File: src/rtl/logic_unit_pipe.sv
`default_nettype none
// ============================================================================
// logic_unit_pipe : registered 8-function bitwise logic unit with running
//                   accumulate and a 2-entry output buffer.   Rev 1.0
// ============================================================================
module logic_unit_pipe #(
  parameter int WIDTH = 8
) (
  input  logic             clk,
  input  logic             rst_n,
  input  logic             in_valid,
  output logic             in_ready,
  input  logic [WIDTH-1:0] a,
  input  logic [WIDTH-1:0] b,
  input  logic [2:0]       op,
  input  logic             acc,
  input  logic             acc_clr,
  output logic             out_valid,
  input  logic             out_ready,
  output logic [WIDTH-1:0] y,
  output logic             y_all,
  output logic             y_any
);

  localparam logic [2:0] c_OP_AND  = 3'd0;
  localparam logic [2:0] c_OP_OR   = 3'd1;
  localparam logic [2:0] c_OP_XOR  = 3'd2;
  localparam logic [2:0] c_OP_NAND = 3'd3;
  localparam logic [2:0] c_OP_NOR  = 3'd4;
  localparam logic [2:0] c_OP_XNOR = 3'd5;
  localparam logic [2:0] c_OP_NOTA = 3'd6;
  localparam logic [2:0] c_OP_PASS = 3'd7;

  localparam logic [1:0] c_EMPTY = 2'd0;
  localparam logic [1:0] c_FULL  = 2'd2;

  logic [1:0]       count_q, count_d;
  logic             head_q, head_d;
  logic [WIDTH-1:0] acc_q, acc_d;
  logic [WIDTH-1:0] buf_q [2];

  logic             w_push;
  logic             w_pop;
  logic             w_tail;
  logic [WIDTH-1:0] w_opb;
  logic [WIDTH-1:0] w_res;

  assign in_ready  = (count_q != c_FULL);
  assign out_valid = (count_q != c_EMPTY);
  assign w_push    = in_valid & in_ready;
  assign w_pop     = out_valid & out_ready;
  // Write slot sits one past the head when one entry is already held.
  assign w_tail    = head_q ^ count_q[0];

  always_comb begin
    w_opb = acc ? acc_q : b;
    w_res = a;
    if (!(acc && acc_clr)) begin
      case (op)
        c_OP_AND:  w_res = a & w_opb;
        c_OP_OR:   w_res = a | w_opb;
        c_OP_XOR:  w_res = a ^ w_opb;
        c_OP_NAND: w_res = ~(a & w_opb);
        c_OP_NOR:  w_res = ~(a | w_opb);
        c_OP_XNOR: w_res = ~(a ^ w_opb);
        c_OP_NOTA: w_res = ~a;
        c_OP_PASS: w_res = a;
        default:   w_res = a;
      endcase
    end
  end

  always_comb begin
    acc_d   = acc_q;
    count_d = count_q;
    head_d  = head_q ^ w_pop;
    if (w_push && acc) begin
      acc_d = w_res;
    end
    case ({w_push, w_pop})
      2'b10:   count_d = count_q + 2'd1;
      2'b01:   count_d = count_q - 2'd1;
      default: count_d = count_q;
    endcase
  end

  always_ff @(posedge clk or negedge rst_n) begin
    if (!rst_n) begin
      count_q <= c_EMPTY;
      head_q  <= 1'b0;
      acc_q   <= '0;
      for (int i = 0; i < 2; i++) begin
        buf_q[i] <= '0;
      end
    end else begin
      count_q <= count_d;
      head_q  <= head_d;
      acc_q   <= acc_d;
      if (w_push) begin
        buf_q[w_tail] <= w_res;
      end
    end
  end

  assign y     = buf_q[head_q];
  assign y_all = &y;
  assign y_any = |y;

endmodule
`default_nettype wire

File: config.mk
export PLATFORM = sky130hd
export DESIGN_NAME = logic_unit_pipe
export DESIGN_NICKNAME = d
export VERILOG_FILES = /design/src/rtl/logic_unit_pipe.sv
export SDC_FILE = /design/constraint.sdc
export NUM_CORES = 1
export LEC_CHECK = 0
export CAP_MARGIN = 20
export CORE_MARGIN = 2
export CORE_UTILIZATION = 55
export DETAILED_ROUTE_END_ITERATION = 10
export GPL_TIMING_DRIVEN = 0
export PLACE_DENSITY = 0.89
export SYNTH_ARGS = -nofsm -noshare
export SYNTH_HDL_FRONTEND = slang
export SYNTH_SLANG_ARGS = --single-unit
File: constraint.sdc
create_clock -name clk -period 1.9 [get_ports clk]
set_clock_uncertainty 0.1 [all_clocks]
set_input_delay 0.285 -clock clk [delete_from_list [all_inputs] [get_ports clk]]
set_output_delay 0.285 -clock clk [all_outputs]
set_load 0.05 [all_outputs]
==> results by group <==
Global route
  • Remaining Overflow, GRT: 0
  • Initial antenna violation count: 0
  • Vias in the first global route: 2060
  • Global-route wire length before repair: 9970 um
  • Largest net degree at the start of global routing: 23
  • GR Util All Layers: 24.7%

Cells and area
  • Antenna diodes: 0
  • Fill cell count: 327
  • Layout cell share with drive strength beyond 1: 23.0%
  • Fin cells: 369
  • Area grow syn2layout: 28.2%
  • Post-layout util: 72.6%
  • Final nets: 360
  • Multi-input gate area: 0.00168 mm^2
  • Register area: 676 um^2

Timing
  • Max-slew headroom: 63.0%
  • # setup viols final: 3
  • Hold Vio Cnt, Final: 0
  • Setup_tns: -0.255 ns
  • Worst Tran Pin Value: 0.550 ns
  • Period minus WS final: 2.04 ns
  • Tcrit/Tclk final: 107%
  • RSZ-0062 raised after global routing: yes
  • Max Slew Vio Count: 0
  • Final Worst Setup Slack: -0.141 ns
  • Achievable frequency: 490 MHz

Yosys
  • Post-synthesis cell count: 269
  • Synth Register Bits: 27
  • Avg Cell Area, Syn: 9.03 um^2
  • Yosys warnings: 0
  • Mapped cell area: 0.00243 mm^2
  • Commonest cells in the netlist: 27 x dfrtp_1, 27 x mux2i_1, 20 x a31oi_1
  • Most frequently used flop master after synthesis: dfrtp_1
  • Yosys top cell area share: 27.8%
  • Ys async rst share: 100%
  • Synth cell types: 43
  • Register area share after synthesis: 27.8%
  • Post-Syn Nets: 311
  • Number of enable flip-flop cells after synthesis: 0
  • Top post-synthesis cells by area: dfrtp_1 28%, mux2i_1 11%, ha_1 8.8%
  • Largest area contributor in the netlist: dfrtp_1

Status
  • Failing checks: setup timing
  • Run status: finished, violations left

CTS
  • Clock Tree Buf Depth: 2
  • Count of hold-fix buffers inserted at cts: 0
  • # clock sinks: 27
  • Root buffer cell: clkbuf_8
  • Skew-Pair Late Insertion Delay: 0.28 ns
  • Clk slew on worst S/H paths: 0.09 ns
  • Inserted Clock Buffers: 3
  • H-Tree Depth: 1
  • CTS tree: yes

Floorplanning
  • Chip width: 70.5 um
  • Placeable core area: 0.00429 mm^2
  • IO Pins: 37
  • Die Height: 70.5 um
  • Initial core utilization: 56.6%
  • Die area: 0.00497 mm^2
  • FP Rows: 24

Min path
  • Hold Crit Class: input port to async pin

Routing
  • 1st-iter DRT viols: 190
  • Vias per cell: 6.13
  • Residual DRC: 0
  • Post-DRT Antenna Nets: 0
  • Via count: 2262
  • Post-Route WL: 6420 um
  • WL/cell: 17.4 um
  • Drt pass-1 iters: 4

Setup path
  • CP max stage cell: dfrtp_1
  • Slack of the worst reg-to-reg path: 0.03 ns
  • CP Launch Type: flop
  • Reg2reg end: buf_q[9]$_DFFE_PN0P_
  • Crit-path cells: buf_6 -> mux2_4 -> nor4_4 -> nand2_2 -> buf_6
  • Cell mode on critical path: buf_6
  • Crit. End Element: output port
  • Worst Path Max Fanout: 8
  • Worst Path Required: 1.51 ns
  • Worst path arrival time: 1.66 ns
  • Critical path's largest stage delay: 0.39 ns
  • R2r worst-path depth: 7
  • Setup Crit Path Kind: flop to output port
  • Worst R2R Start: acc_q[1]$_DFFE_PN0P_
  • Crit path to: y_any
  • Critical path launch point: head_q$_DFF_PN0_

Pwr
  • Worst IR Drop VDD: 0.562 mV
  • Pwr Density: 1340 mW/mm^2
  • Overall Power: 4.17 mW
  • P_leak: 1.37 nW

Placement
  • HPWL Detailed: 4610 um
  • GP Congestion: 0.948
  • Setup WS pre-CTS: -0.534 ns
  • Port Buf Inserts: 35
  • Placed cell count: 357

Flow run
  • Max cap viols: 0
## timing repair
action / in CTS / in global routing
pin swaps: 1 / 8
setup buffers: 0 / 8
resized for setup: 56 / 44
endpoints found under the setup margin: 12 / 29
## layout make-up
| cell class | count | share of cell area (%) |
|---|---|---|
| repair buffers | 44 | 13.5 |
| clock buffers | 4 | 1.45 |
| flip-flops and latches | 27 | 21.7 |
| well taps | 52 | 2.09 |
| multi-input cells | 205 | 53.9 |
| plain buffers | 18 | 5.10 |
| inverters | 19 | 2.29 |
## registers in the layout (all words and copies together), names as in the netlist
name and flops:
head_q 1, count_q 2, acc_q 8, buf_q 16
## power breakdown
| part | switching (mW) | internal [mW] | leakage [nW] |
|---|---|---|---|
| sequential | 0.230 | 0.866 | 0.316 |
| combinational | 1.57 | 1.17 | 1.03 |
| clock | 0.182 | 0.151 | 0.0228 |
## worst min path at each step
| stage | endpoint | slack (ns) | from |
|---|---|---|---|
| 6_report | head_q$_DFF_PN0_ | 0.18 | rst_n |
| 5_1_grt | count_q[1]$_DFFE_PN0P_ | 0.19 | rst_n |
| 4_1_cts | count_q[0]$_DFFE_PN0P_ | 0.18 | rst_n |
| 3_5_place_dp | buf_q[4]$_DFFE_PN0P_ | 0.37 | buf_q[4]$_DFFE_PN0P_ |
| 3_3_place_gp | buf_q[4]$_DFFE_PN0P_ | 0.36 | buf_q[4]$_DFFE_PN0P_ |
| 2_1_floorplan | acc_q[0]$_DFFE_PN0P_ | -0.11 | rst_n |
## layout by cell type (no fill, tap or decap), types with 7 or more instances in the layout
master | Yosys | final
inv_1 | 19 | 19
buf_6 | 5 | 10
nand2_1 | 15 | 14
o21ai_0 | 14 | 7
a31oi_1 | 20 | 19
nand2b_1 | 15 | 14
o21ai_1 | 1 | 8
nor2_1 | 8 | 7
mux2i_1 | 27 | 25
clkdlybuf4s50_1 | 0 | 19
nor2b_1 | 7 | 7
xor2_1 | 7 | 7
a21oi_1 | 9 | 8
buf_4 | 7 | 15
ha_1 | 17 | 16
buf_2 | 6 | 7
dfrtp_1 | 27 | 27
## through the flow
step / area [um^2] / hold WS, ns
finish: 3120 / 0.178
floorplan: 2460 / -0.111
CTS: 2940 / 0.181
global route: 3120 / 0.185
detailed placement: 2890 / 0.368
global placement: 2880 / 0.363
## cell families after synthesis
logic type	after synthesis	synth area share [%]
adders and majority gates	17	8.75
AOI/OAI and AO/OA	71	19.6
xor gates and xnor gates	11	3.96
DFF	27	27.8
buffers and inverters	37	8.65
and+or+nand+nor	72	16.8
muxes	34	14.4
## worst max-delay path: cells and delay by family (launching register included)
kind / cells / cell delay, ns
and+or+nand+nor: 2 / 0.35
muxes: 1 / 0.33
DFF: 1 / 0.39
buffers and inverters: 2 / 0.30
## routing by layer
layer	part of all wire [%]	global-route usage (%)	wire, um
met2	49	40.9	3170
met1	43	34.0	2740
met5	0	0	0
met4	3.0	9.62	190
met3	5.0	1.01	320
Note: power is estimated with default switching activity, not from simulation.
